## config.mk

```make
export PLATFORM = sky130hd
export DESIGN_NAME = stream_serializer
export DESIGN_NICKNAME = d
export VERILOG_FILES = /design/src/rtl/stream_serializer.sv
export SDC_FILE = /design/constraint.sdc
export NUM_CORES = 1
export LEC_CHECK = 0
export BUFFER_PORTS_ARGS = -buffer_cell sky130_fd_sc_hd__buf_4
export CORE_ASPECT_RATIO = 1.4
export CORE_MARGIN = 10
export CORE_UTILIZATION = 55
export DETAILED_ROUTE_END_ITERATION = 8
export PLACE_DENSITY = 0.81
export SETUP_SLACK_MARGIN = 0.15
export SYNTH_ARGS = -nofsm -noshare
export SYNTH_HDL_FRONTEND = slang
export SYNTH_SLANG_ARGS = --single-unit
```

## constraint.sdc

```tcl
create_clock -name clk -period 2.6 [get_ports clk]
set_input_delay 0.52 -clock clk [delete_from_list [all_inputs] [get_ports clk]]
set_output_delay 0.52 -clock clk [all_outputs]
set_load 0.01 [all_outputs]
```

## src/rtl/stream_serializer.sv

```systemverilog
// +---------------------------------------------------------------------------+
// | stream_serializer : IN_W -> OUT_W width-down converter, valid/ready both   |
// | sides, one-word holding buffer, selectable beat order, last propagation.   |
// | Revision: 1.0                                                              |
// +---------------------------------------------------------------------------+
`default_nettype none

module stream_serializer #(
   parameter int IN_W      = 32,
   parameter int OUT_W     = 8,
   parameter bit MSB_FIRST = 1'b1
) (
   input  logic             clk,
   input  logic             reset_n,
   input  logic [IN_W-1:0]  data_i,
   input  logic             valid_i,
   input  logic             last_i,
   output logic             ready_o,
   output logic [OUT_W-1:0] data_o,
   output logic             valid_o,
   output logic             last_o,
   input  logic             ready_i,
   output logic             busy_o
);

   localparam int RATIO = IN_W / OUT_W;
   localparam int CNT_W = (RATIO > 1) ? $clog2(RATIO) : 1;
   localparam logic [CNT_W-1:0] CNT_MAX = CNT_W'(RATIO - 1);

   generate
      if ((RATIO < 2) || ((IN_W % OUT_W) != 0)) begin : g_bad_ratio
         $error("stream_serializer: IN_W must be a multiple of OUT_W with IN_W/OUT_W >= 2");
      end
   endgenerate

   typedef enum logic [1:0] {
      EMPTY = 2'd0,
      ONE   = 2'd1,
      TWO   = 2'd2
   } state_t;

   state_t           state, state_nxt;
   logic [IN_W-1:0]  sr, sr_nxt, hb, hb_nxt;
   logic             sr_last, sr_last_nxt, hb_last, hb_last_nxt;
   logic [CNT_W-1:0] cnt, cnt_nxt;

   logic             in_hs, out_hs, final_beat;
   logic [IN_W-1:0]  sr_shifted;
   logic [OUT_W-1:0] head_beat;

   always_ff @(posedge clk or negedge reset_n) begin
      if (!reset_n) begin
         state   <= EMPTY;
         sr      <= '0;
         sr_last <= 1'b0;
         hb      <= '0;
         hb_last <= 1'b0;
         cnt     <= '0;
      end else begin
         state   <= state_nxt;
         sr      <= sr_nxt;
         sr_last <= sr_last_nxt;
         hb      <= hb_nxt;
         hb_last <= hb_last_nxt;
         cnt     <= cnt_nxt;
      end
   end

   assign ready_o    = (state != TWO);
   assign valid_o    = (state != EMPTY);
   assign busy_o     = valid_o;
   assign in_hs      = valid_i & ready_o;
   assign out_hs     = valid_o & ready_i;
   assign final_beat = out_hs & (cnt == CNT_MAX);
   // The next beat always sits at the output end, so shifting toward it exposes the following slice.
   assign sr_shifted = MSB_FIRST ? (sr << OUT_W) : (sr >> OUT_W);

   always_comb begin
      state_nxt   = state;
      sr_nxt      = sr;
      sr_last_nxt = sr_last;
      hb_nxt      = hb;
      hb_last_nxt = hb_last;
      cnt_nxt     = cnt;
      case (state)
         EMPTY: begin
            if (in_hs) begin
               sr_nxt      = data_i;
               sr_last_nxt = last_i;
               cnt_nxt     = '0;
               state_nxt   = ONE;
            end
         end
         ONE: begin
            if (final_beat) begin
               cnt_nxt = '0;
               if (in_hs) begin
                  sr_nxt      = data_i;
                  sr_last_nxt = last_i;
               end else begin
                  sr_nxt      = '0;
                  sr_last_nxt = 1'b0;
                  state_nxt   = EMPTY;
               end
            end else begin
               if (out_hs) begin
                  sr_nxt  = sr_shifted;
                  cnt_nxt = cnt + CNT_W'(1);
               end
               if (in_hs) begin
                  hb_nxt      = data_i;
                  hb_last_nxt = last_i;
                  state_nxt   = TWO;
               end
            end
         end
         TWO: begin
            if (final_beat) begin
               sr_nxt      = hb;
               sr_last_nxt = hb_last;
               hb_nxt      = '0;
               hb_last_nxt = 1'b0;
               cnt_nxt     = '0;
               state_nxt   = ONE;
            end else if (out_hs) begin
               sr_nxt  = sr_shifted;
               cnt_nxt = cnt + CNT_W'(1);
            end
         end
         default: begin
            state_nxt = EMPTY;
         end
      endcase
   end

   generate
      if (MSB_FIRST) begin : g_msb_head
         assign head_beat = sr[IN_W-1 -: OUT_W];
      end else begin : g_lsb_head
         assign head_beat = sr[OUT_W-1:0];
      end
   endgenerate

   assign data_o = valid_o ? head_beat : '0;
   assign last_o = sr_last & (cnt == CNT_MAX) & valid_o;

endmodule

`default_nettype wire

```

Yosys cells after proc, flatten, opt, wreduce, memory -nomap -nowiden:

Index checks and enable logic that the tools add are counted.

* register bits after elaboration: 70
* bits in latches: 0
* memory bits (writable): 0
* ROM bits: 0
* input port bits: 37
* logic and storage cells: 63
* memories kept: 0

* add/subtract/negate cells: 1
* multipliers: 0
* div/mod/pow operators: 0
* magnitude comparators: 0
* equal/unequal tests: 12
* shifts and indexed selects: 0
* mux-type cells: 28
* bitwise gates (word level): 5
* reductions and logical operators: 11

Operators with widths (number)
* 32-bit 2-to-1 mux: 7
* 32-bit one-hot mux with 3 select lines: 1
* 32-bit one-hot mux with 2 select lines: 1
* 2-bit 2-to-1 mux: 8
* 2-bit != test (second input constant): 6
* 4-bit AND reduction: 3
* 8-bit 2-to-1 mux: 1
* 1-bit 2-to-1 mux: 6
* 3-bit != test (second input constant): 2
* 2-bit one-hot mux with 3 select lines: 1
* 2-bit nonzero test: 3
* 1-bit bitwise AND: 5
* 2-bit == test (second input constant): 2
* 2-bit one-hot mux with 2 select lines: 1
* 3-bit by 1-bit != test with 1-bit output (second input constant): 1
* 1-bit one-hot mux with 3 select lines: 1
* 3-bit AND reduction: 1
* 3-bit nonzero test: 1
* 2-bit by 1-bit adder with 2-bit output (second input constant): 1
* 2-bit by 1-bit == test with 1-bit output (second input constant): 1
* 2-bit logical NOT: 1
* 1-bit one-hot mux with 2 select lines: 1
* 2-bit AND reduction: 1
* 2-bit OR reduction: 1

Depth between registers and ports, before layout:

* word-level depth: 5
* gate-level depth with buffers: 8
* gate-level depth less buffers: 6

Least setup slack after synthesis:

No wires, ideal clock.

* kind: register to register
* start point: register state[0]
* end point: register sr[10]
* library setup time: 126 ps
* data arrival time: 1695 ps
* required time: 2474 ps
* setup slack: 779 ps
* stages on the path, launching flop included: 8
* buffers on the path: 1
* cells stage by stage: dfrtp_1 -> inv_1 -> ha_1 -> nand3b_2 -> a21oi_4 -> buf_2 -> a22oi_1 -> a221o_1

* word-level cells in the longest chain between the ends: 5
* elaborated cells between the ends (all ways): 16
* classes of those cells: eq/ne: 4; mux: 5; bitwise: 3; reduce/logical: 4

RTL lines
* start: declaration: line 42 `state_t state, state_nxt;`
* start signal: assignment: line 60 `state <= state_nxt;`
* 2-bit != test or 2-bit nonzero test (tied branches): line 69, 70
* 1-bit bitwise AND, on equally long branches: line 72, 73
* 32-bit 2-to-1 mux, or another cell as far along: line 97 `if (in_hs) begin`
* 32-bit 2-to-1 mux, on equally long branches: line 95, 118
* 32-bit one-hot mux with 3 select lines: line 85 `case (state)`
* end signal: assignment: line 61 `sr <= sr_nxt;`
* end: declaration: line 43 `logic [IN_W-1:0] sr, sr_nxt, hb, hb_nxt;`

Parallel ways exist; a longest one is shown, timed or not.
A chain may end at the register's enable or synchronous reset.

Final worst setup path:

* start point: register state[0]
* end point: output port ready_o

* word-level cells in the longest chain between the ends: 1

RTL lines
* 2-bit != test: line 69 `assign ready_o = (state != TWO);`
* end: declaration: line 18 `output logic ready_o,`

No other way between the ends.

==> flow_summary.ini <==
[cells_and_area]
fin_util_pct = 65.6
area_growth_pct = 15.7
nets = 524
drive_above_1_share_pct = 19.3
fin_area_sq_um = 4830
antennaDiodeCount = 0

[clock_tree]
cts-htree-levels = 3
clock_latency_ns = 0.35
post_cts_resized = 1
clkTransAtPathRegs_ns = 0.08
clockBufferDepth = 2
cts_setup_buffers = 0
clock_sinks = 70
clk_root_buffer_cell = clkbuf_8
cts_tree = done
cts_hold_buf = 0
cts_buffers = 9

[global_route]
antenna_found_initial = 0
busiest_layer = met2
met2_usage_pct = 34.2
grt_max_degree = 71
gr-usage-met1_pct = 26.5
grt_use_met3_pct = 4.79
grt_pass1_vias = 3933
grt_pass1_wl_mm = 19.9
overflow = 0
grt_use_total_pct = 21.2

[logic_synthesis]
netlist_area_sq_um = 4170
synth-seq-cells = 70
ys_seq_area_share_pct = 42.0
syn_inst = 448
async_flop_share_pct = 100
synth_edf_count = 0
synth-simple-area-share_pct = 17.1
synth.distinct_cells = 46
synth_compound_area_share_pct = 32.5
avgSynthCellArea_sq_um = 9.32
yosys_warnings = 0
synthMuxAreaShare_pct = 0.480
syn_nets = 491
synth_top_family_by_area = compound AO/OA/AOI/OAI gates
synth-adder-area-share_pct = 1.80
ys.flop_type = dfrtp_1
synth_xor_area_share_pct = 0

[setup_path]
max_stage_delay_ns = 0.41
cp_top_family = buffers and inverters
cp.arrival_ns = 1.84
worstSetupPathType = reg2out
cp.buffers_inverters = 5
end_kind = output pin
path_cells = inv_1 > ha_2 > buf_4 > buf_12 > inv_1 > buf_4
crit_path_max_fanout = 29
cp-start-kind = flip-flop
worst_ep_required_time_ns = 2.08
slowest_stage = dfrtp_1

[sta]
slew_headroom_pct = 33.7
max_freq_ghz = 0.424
finalClockSkew_ns = 0.00900
tightestPinTransition_ns = 0.994
tns_ns = 0
rsz0062_at_grt = false
hold_viol = 0
slew_violations = 0
period_needed_ns = 2.36
finalSetupViolCount = 0
fin_crit_sh_pct = 90.8

[routing]
drc = 0
drt_iter0_markers = 437
viasPerCell = 6.94
first_pass_iters = 5
wire_per_inst_um = 21.1
vias = 4047
drt-total-wl_mm = 12.3
detail-route-antenna-nets = 0

[die]
die_w_um = 93.6
dieArea_sq_um = 11500
die_y_um = 123
rows = 37
ios = 49
start_util_pct = 56.7
coreArea_sq_um = 7360

[placement]
dp.final_hpwl_mm = 7.96
place_congestion = 0.898
place_area_sq_um = 4600
io_buffers = 48

[hold_path]
hold_path.class = in2async

[power]
ir_worst_vdd_mv = 0.783
p_leak_uw = 0.00205
power.density_nw_per_um2 = 1340

[flow_run]
maxCapViolations = 0

[status]
status = complete, no violations
[metal layers]
layer	up-vias	part of all wire, %	wire (um)
li1	1791	-	-
met1	2003	39	4740
met2	220	50	6100
met3	33	8.4	1040
met4	0	3.4	415
met5	-	0	0
[power breakdown]
part | switching [uW] | internal [uW]
sequential | 469 | 1630
combinational | 1960 | 1430
clock | 417 | 565
total | 2840 | 3630
[cells in the final DEF (no fill, tap or decap), types with 3 or more instances in the layout]
cell type and instances:
nor3b_1 23, o22ai_1 32, a21oi_1 37, nand3_1 3, inv_1 8, dfrtp_1 70, a22oi_1 23, a221o_1 31
clkbuf_8 10, o21ai_0 9, nor2b_1 12, buf_4 63, nand2_1 83, a32o_1 8, o221ai_1 22, buf_12 3
ha_1 5
[Yosys cell counts (8+ instances only)]
master    number  area (sq um)
nand2_1       83           312
o22ai_1       32           200
nor2b_1       12          75.1
o221ai_1      22           193
a221o_1       31           310
inv_1          8          30.0
a32o_1         8          80.1
nor3b_1       23           173
o21ai_0        9          45.0
dfrtp_1       70          1750
a22oi_1       23           173
buf_2         25           125
a21oi_1       37           185
clkbuf_1      14          52.6
[path summary, 6_finish.rpt]
check | startpoint | endpoint | slack [ns] | depth (start not counted)
min in group clk | data_i[0] | sr[0] | 0.43 | 2
hold / removal | reset_n | hb[26] | 0.27 | 1
max in group asynchronous | reset_n | hb[17] | 1.70 | 1
setup reg to reg | state[1] | sr[2] | 0.26 | 7
setup / recovery | state[0] | ready_o | 0.24 | 6
hold reg to reg | sr[24] | sr[24] | 0.54 | 1
[layout make-up]
cell class | count | area [sq um]
clock buffers | 12 | 145
clock inverters | 4 | 70.1
fillers | 579 | 2530
inverters | 8 | 30.0
multi-input cells | 325 | 2170
flip-flops and latches | 70 | 1750
well taps | 97 | 121
repair buffers | 67 | 544
[logic make-up after synthesis]
group,count (synthesis)
AO/OA/AOI/OAI,180
AND/OR/NAND/NOR,137
flip-flops,70
buffers and inverters,53
adder cells (fa/ha/maj),6
multiplexers,2
[sequential cells by signal (all words and copies together) (netlist names)]
name,cells
hb,32
sr,32
cnt,2
state,2
hb_last,1
sr_last,1
[stage by stage]
step                total power (uW)  cells  hold WS, ns  setup WS (ns)
finish                          6480    583        0.269          0.240
detailed placement              5400    567        0.519          0.320
CTS                             6400    583        0.330          0.162
floorplan                       4450    448        0.224          0.779
global placement                5240    567        0.474          0.362
global route                    6890    583        0.350          0.154
(Power assumes the default switching activity.)
